File: config.mk
export PLATFORM = sky130hd
export DESIGN_NAME = int_ctrl
export DESIGN_NICKNAME = d
export VERILOG_FILES = /design/src/rtl/int_ctrl_pkg.sv /design/src/rtl/int_sync_edge.sv /design/src/rtl/int_ctrl.sv
export SDC_FILE = /design/constraint.sdc
export NUM_CORES = 1
export LEC_CHECK = 0
export ABC_AREA = 1
export ABC_CLOCK_PERIOD_IN_PS = 2450
export CORE_ASPECT_RATIO = 2
export CORE_MARGIN = 2
export CORE_UTILIZATION = 52
export CTS_CLUSTER_DIAMETER = 120
export DETAILED_ROUTE_END_ITERATION = 7
export PLACE_DENSITY_LB_ADDON = 0.15
export SYNTH_ARGS = -nofsm -noshare
export SYNTH_HDL_FRONTEND = slang
export SYNTH_SLANG_ARGS = --single-unit
File: constraint.sdc
create_clock -name clk -period 2.45 [get_ports clk]
set_clock_uncertainty 0.15 [all_clocks]
set_input_delay 0.49 -clock clk [delete_from_list [all_inputs] [get_ports clk]]
set_output_delay 0.49 -clock clk [all_outputs]
set_load 0.03 [all_outputs]
File: src/rtl/int_ctrl_pkg.sv
// rtl/int_ctrl_pkg.sv - register offsets, STAT field positions and priority helpers for int_ctrl
package int_ctrl_pkg;

  localparam int NUM_LINES = 8;

  localparam logic [1:0] OFF_PEND = 2'd0;
  localparam logic [1:0] OFF_MASK = 2'd1;
  localparam logic [1:0] OFF_EDGE = 2'd2;
  localparam logic [1:0] OFF_STAT = 2'd3;

  localparam int STAT_ANY_BIT = 15;
  localparam int STAT_IDX_LSB = 0;
  localparam int STAT_IDX_W   = 3;

  // Index of the lowest set bit; 0 when nothing is set (STAT bit 15 disambiguates).
  function automatic logic [STAT_IDX_W-1:0] lowest_idx(input logic [NUM_LINES-1:0] v);
    logic [STAT_IDX_W-1:0] idx;
    idx = '0;
    for (int i = NUM_LINES - 1; i >= 0; i--) begin
      if (v[i]) idx = STAT_IDX_W'(i);
    end
    return idx;
  endfunction

  function automatic logic [NUM_LINES-1:0] lowest_onehot(input logic [NUM_LINES-1:0] v);
    return v & (~v + NUM_LINES'(1));
  endfunction

endpackage

File: src/rtl/int_sync_edge.sv
// rtl/int_sync_edge.sv - per-line irq synchronizer with rising-edge detector
module int_sync_edge #(
  parameter int SYNC_STAGES = 2
) (
  input  logic clk,
  input  logic rst_n,
  input  logic irq_i,
  output logic level_o,
  output logic rise_o
);

  logic [SYNC_STAGES-1:0] sync_q;
  logic                   hist_q;

  // History always tracks the synchronized level, so a mode switch never sees a stale 0.
  always_ff @(posedge clk or negedge rst_n) begin
    if (!rst_n) begin
      sync_q <= '0;
      hist_q <= 1'b0;
    end else begin
      sync_q <= {sync_q[SYNC_STAGES-2:0], irq_i};
      hist_q <= sync_q[SYNC_STAGES-1];
    end
  end

  assign level_o = sync_q[SYNC_STAGES-1];
  assign rise_o  = level_o & ~hist_q;

endmodule

File: src/rtl/int_ctrl.sv
// rtl/int_ctrl.sv - 8-line interrupt controller; INT_CTRL_PRIORITY_EN selects one-hot lowest-line output
module int_ctrl
  import int_ctrl_pkg::*;
#(
  parameter logic [15:0] BASE_ADDR   = 16'hFF00,
  parameter int          SYNC_STAGES = 2
) (
  input  logic        clk,
  input  logic        reset,
  input  logic [7:0]  irq_in,
  input  logic [15:0] address_bus,
  input  logic        r,
  input  logic        wr,
  input  logic [15:0] data_in,
  output logic [15:0] data_out,
  output logic        data_oe,
  output logic [7:0]  interrupts
);

  if (SYNC_STAGES < 2 || SYNC_STAGES > 3) begin : g_bad_sync_stages
    $error("int_ctrl: SYNC_STAGES must be 2 or 3");
  end

  logic [NUM_LINES-1:0] level_s, rise_s;

  for (genvar i = 0; i < NUM_LINES; i++) begin : g_line
    int_sync_edge #(.SYNC_STAGES(SYNC_STAGES)) u_sync_edge (
      .clk     (clk),
      .rst_n   (reset),
      .irq_i   (irq_in[i]),
      .level_o (level_s[i]),
      .rise_o  (rise_s[i])
    );
  end

  logic                  hit, wr_hit;
  logic [1:0]            offset;
  logic [NUM_LINES-1:0]  mask_q, mask_d, edge_q, edge_d, pend_edge_q, pend_edge_d;
  logic [NUM_LINES-1:0]  w1c, edge_chg, pend, active, irq_q, irq_d;
  logic                  stat_any_q, stat_any_d;
  logic [STAT_IDX_W-1:0] stat_idx_q, stat_idx_d;
  logic                  unused_data_hi;

  assign hit            = address_bus[15:2] == BASE_ADDR[15:2];
  assign offset         = address_bus[1:0];
  assign wr_hit         = wr && hit;
  assign unused_data_hi = ^data_in[15:NUM_LINES];

  always_comb begin
    mask_d = mask_q;
    edge_d = edge_q;
    w1c    = '0;
    if (wr_hit) begin
      case (offset)
        OFF_PEND: w1c    = data_in[NUM_LINES-1:0];
        OFF_MASK: mask_d = data_in[NUM_LINES-1:0];
        OFF_EDGE: edge_d = data_in[NUM_LINES-1:0];
        default:  ;
      endcase
    end
  end

  // Set beats W1C; a mode change on a line discards whatever it had latched.
  assign edge_chg    = edge_d ^ edge_q;
  assign pend_edge_d = ~edge_chg & edge_q & ((pend_edge_q & ~w1c) | rise_s);

  assign pend   = (edge_q & pend_edge_q) | (~edge_q & level_s);
  assign active = pend & mask_q;

  always_comb begin
`ifdef INT_CTRL_PRIORITY_EN
    irq_d = lowest_onehot(active);
`else
    irq_d = active;
`endif
    stat_any_d = |active;
    stat_idx_d = lowest_idx(active);
  end

  always_ff @(posedge clk or negedge reset) begin
    if (!reset) begin
      mask_q      <= '0;
      edge_q      <= '0;
      pend_edge_q <= '0;
      irq_q       <= '0;
      stat_any_q  <= 1'b0;
      stat_idx_q  <= '0;
    end else begin
      mask_q      <= mask_d;
      edge_q      <= edge_d;
      pend_edge_q <= pend_edge_d;
      irq_q       <= irq_d;
      stat_any_q  <= stat_any_d;
      stat_idx_q  <= stat_idx_d;
    end
  end

  assign interrupts = irq_q;

  always_comb begin
    data_out = '0;
    data_oe  = 1'b0;
    if (r && hit && reset) begin
      data_oe = 1'b1;
      case (offset)
        OFF_PEND: data_out[NUM_LINES-1:0] = pend;
        OFF_MASK: data_out[NUM_LINES-1:0] = mask_q;
        OFF_EDGE: data_out[NUM_LINES-1:0] = edge_q;
        OFF_STAT: begin
          data_out[STAT_ANY_BIT]                    = stat_any_q;
          data_out[STAT_IDX_LSB +: STAT_IDX_W]      = stat_idx_q;
        end
        default:  ;
      endcase
    end
  end

endmodule

# ---- Word level (Yosys, flattened, before mapping)
# Index checks and enable logic that the tools add are counted.
dict set report totals {
  output_inout_bits 25
  reg_bits 60
}
dict set report classes {
  bitwise_logic 28
  eq_ne 4
  n_mux 18
  n_reduce_logical 6
}
# operator n
set ops {}
lappend ops {{8-bit bitwise AND} 6}
lappend ops {{8-bit two-way mux} 5}
lappend ops {{3-bit two-way mux} 8}
lappend ops {{8-bit inverter} 3}
lappend ops {{8-bit OR} 2}
lappend ops {{5-bit case mux with 3 select lines} 1}
lappend ops {{14-bit equality test, second input constant} 1}
lappend ops {{3-bit case mux with 4 select lines} 1}
lappend ops {{1-bit bitwise AND} 8}
lappend ops {{1-bit inverter} 8}
lappend ops {{8-bit OR reduction} 1}
lappend ops {{8-bit XOR} 1}
lappend ops {{2-bit equality test, second input constant} 2}
lappend ops {{1-bit logical AND} 3}
lappend ops {{1-bit two-way mux} 3}
lappend ops {{2-bit by 1-bit equality test with 1-bit output, second input constant} 1}
lappend ops {{2-bit zero test} 1}
lappend ops {{2-bit AND reduction} 1}

# ---- Logic depth before layout (Yosys ltp)
dict set report depth {
  word_depth 12
  ltp_mapped 10
}

# ---- Cells and area by module
# From an unflattened synthesis, not the netlist that was laid out.
dict set report unflattened {
  hier_cells 291
  area_unflattened_um2 2718.9
}
# module n_inst seq_area_each_um2 cells_per_inst area_per_inst_um2
set modules_own_cells {}
lappend modules_own_cells {int_ctrl 1 900.9 251 2038.2}
lappend modules_own_cells {int_sync_edge 8 75.1 5 85.1}

# ---- Worst setup path after synthesis
# OpenSTA, ideal clock, no wires.
dict set report synth_timing {
  path_type {input -> output}
  from {input address_bus[3]}
  to {output data_out[15]}
  path_buffers 0
  stages 5
  setup_slack_ns -0.141
  arrival_time_ns 1.951
  required_ns 1.810
  cell_sequence {nor2_1 nand3_2 nor2_2 nand3_2 nor3b_1}
}
dict set report synth_between {
  elab_chain_cells 4
}
# element line
set synth_lines {}
lappend synth_lines {{start: declaration} int_ctrl.sv:11} ;# input logic [15:0] address_bus,
lappend synth_lines {{14-bit equality test} int_ctrl.sv:44} ;# assign hit = address_bus[15:2] == BASE_ADDR[15:2];
lappend synth_lines {{1-bit logical AND (2 in a row)} int_ctrl.sv:103} ;# if (r && hit && reset) begin
lappend synth_lines {{1-bit two-way mux} int_ctrl.sv:103}
lappend synth_lines {{end: declaration} int_ctrl.sv:15} ;# output logic [15:0] data_out,
# No other way between the ends.

# ---- Final worst setup path
dict set report layout_timing {
  from {input address_bus[2]}
  to {output data_out[15]}
}
# The elaborated chain is that of the path after synthesis.

==> qor.yml <==
drive_gt1_frac: 0.239
grt_pass1_wl_um: 10000
endpoint_kind: "output pin"
p_clk_frac: 0.481
clk_pin_slew_ns: 0.07
synth-seq-cells: 60
slew_viol_final: 0
status: "finished, final reports clean"
numCtsBuffers: 9
synth_cell_types: 32
ioPinCount: 69
placementRows: 36
worstSetupPathType: "in2out"
drt_first_pass_iters: 5
start_kind: "primary input"
switching_power_mw: 0.471
drc: 0
syn_area_per_cell_um2: 9.24
dpl.hpwl_um: 4450
seq_area_frac_synth: 0.568
finalWirelength_um: 6230
setup_viol: 0
drv_cap: 0
hp-class: "in2async"
grt_pass1_vias: 2218
clk_latency_ns: 0.34
tightest_slew_ns: 0.725
die_area_mm2: 0.00571
cp.required_ns: 1.81
drtIter0Drc: 73
slew-limit-headroom: 0.517
p_per_area_mw_per_mm2: 618
layout_min_cycle_time_ns: 2.38
switching_share: 0.206
portBuffers: 53
die_h_um: 105
irDropWorstVdd_mv: 0.627
grt_max_degree: 61
synth.area.top_cells: "dfrtp_1, inv_1, nor2_1"
cts_tree: "yes"
syn_inst: 286
hold_viol: 0
timing.fmax_ghz: 0.420
vias: 2245
utilization: 0.762
synth_area_leader_cell: "dfrtp_1"
track_usage: 0.247
diodes: 0
gr-total-overflow: 0
place_congestion: 0.819
internal_power_mw: 1.82
drt.antenna.violating_nets: 0
root_buffer: "clkbuf_8"
fin_nets: 419
finalSetupTns_ns: 0
synthToLayoutAreaGrowth_pct: 40.1
start_util: 0.543
synth.top_cell.area_share: 0.568
cp_data_arrival_time_ns: 1.74
core_mm2: 0.00486
grt_antenna_before_repair: 0
power_leakage_nw: 1.96
vias_per_cell: 5.14
avgRoutedWirePerCell_um: 14.3
cts.sinks: 60
die-width_um: 54.4
ys_warn_count: 0
seq_power_share: 0.445
path_max_fanout: 7
fin_crit_sh: 0.973
cts.htree.levels: 3
syn_area_mm2: 0.00264
combPwrFrac: 0.074
cts_buffer_depth: 2
repair_timing:
item	in CTS	in global routing
pin swaps	15	3
setup endpoints to repair	10	1
gates resized for setup	28	0
hold buffers	0	0
buffers inserted	4	2
sequential cells by signal, indices dropped and copies added, names as in the netlist:
register	cells
g_line.u_sync_edge.sync_q	16
edge_q	8
g_line.u_sync_edge.hist_q	8
interrupts	8
mask_q	8
pend_edge_q	8
stat_idx_q	3
stat_any_q	1
cell usage in the layout, fill, tap and decap left out, types with 2 or more instances in the layout:
cell and instances:
mux2i_1 2, nor2_4 2, clkbuf_8 11, a21boi_1 3, a22oi_1 5, o22ai_1 3
o21ai_2 8, a21oi_1 8, bufinv_16 3, clkdlybuf4s50_1 26, a221oi_2 3, nand2_1 39
nand3_2 2, a211oi_1 2, conb_1 7, inv_1 48, buf_6 2, nor3_1 2
nor2_1 39, o21ai_0 6, buf_12 3, nor2_2 5, dlygate4sd2_1 16, buf_4 36
nand2_2 2, or2_2 6, dfrtp_1 60, nand3_1 17
power by group through the flow:
stage	logic [mW]	registers [mW]	clock network, mW
after floorplan	0.0650	1.04	0
after global placement	0.164	1.04	0
after detailed placement	0.167	1.04	0
after CTS	0.169	1.02	1.12
after global routing	0.184	1.02	1.17
final	0.168	1.02	1.10
final cells by class:
cell class              count  area (µm²)
clock buffers              12         155
fillers                   355        1160
flip-flops and latches     60        1500
multi-input cells         171         940
clock inverters             4        95.1
inverters                  49         184
well taps                  57        71.3
repair buffers             84         758
cell families (layout without fill, tap and decap cells):
family	count (synthesis)	in the layout	share of synthesized area
AOI/OAI and AO/OA	44	44	0.117
buffers and inverters	61	149	0.103
muxes	2	2	0.00757
DFF	60	60	0.568
other	1	7	0.00142
and+or+nand+nor	118	118	0.204
worst max-delay path: stages:
cell and delay (ns):
dlygate4sd2_1 0.24, nor2_2 0.12, nand3_2 0.11, nor2_4 0.18
nand3_2 0.11, buf_6 0.15, nor3b_2 0.17, buf_4 0.18
through the flow:
stage	power (mW)	hold WS, ns	area [µm²]	worst slack (ns)	std cells
after floorplan	1.10	0.0444	2670	0.149	292
after global placement	1.20	0.182	3370	-0.188	415
after detailed placement	1.20	0.187	3370	-0.222	415
after CTS	2.31	0.202	3690	0.0707	435
after global routing	2.38	0.205	3700	-0.00725	437
final	2.29	0.181	3700	0.0666	437
synth_stat cells (all sizes together):
cell type	count
o21bai	1
a21boi	5
o22ai	3
clkbuf	2
inv	49
nor2	46
a211oi	3
a22oi	5
nand4	1
or2	6
nor3	2
o21ai	14
dfrtp	60
nand3	19
nand2	42
a21oi	8
nor3b	2
buf	10
mux2i	2
a221oi	4
conb	1
a31oi	1
worst paths after layout:
kind / from / to / slack, ns / cells after the start
worst max-delay path: address_bus[2] / data_out[15] / 0.07 / 8
worst min-delay path: reset / g_line[0].u_sync_edge.hist_q / 0.18 / 2
worst max register to register: edge_q[6] / stat_any_q / 0.66 / 6
worst min register to register: g_line[7].u_sync_edge.sync_q[0] / g_line[7].u_sync_edge.sync_q[1] / 0.20 / 0
max in group asynchronous: reset / pend_edge_q[2] / 1.49 / 2
min in group clk: g_line[7].u_sync_edge.sync_q[0] / g_line[7].u_sync_edge.sync_q[1] / 0.20 / 0
metal layers:
layer | track usage | vias to the layer above | wire (µm)
met1 | 0.280 | 1089 | 2360
met5 | 0 | - | 0
met3 | 0.0786 | 18 | 280
met2 | 0.405 | 72 | 3430
li1 | - | 1066 | -
met4 | 0.105 | 0 | 157
Power figures use the tool's default switching activity.
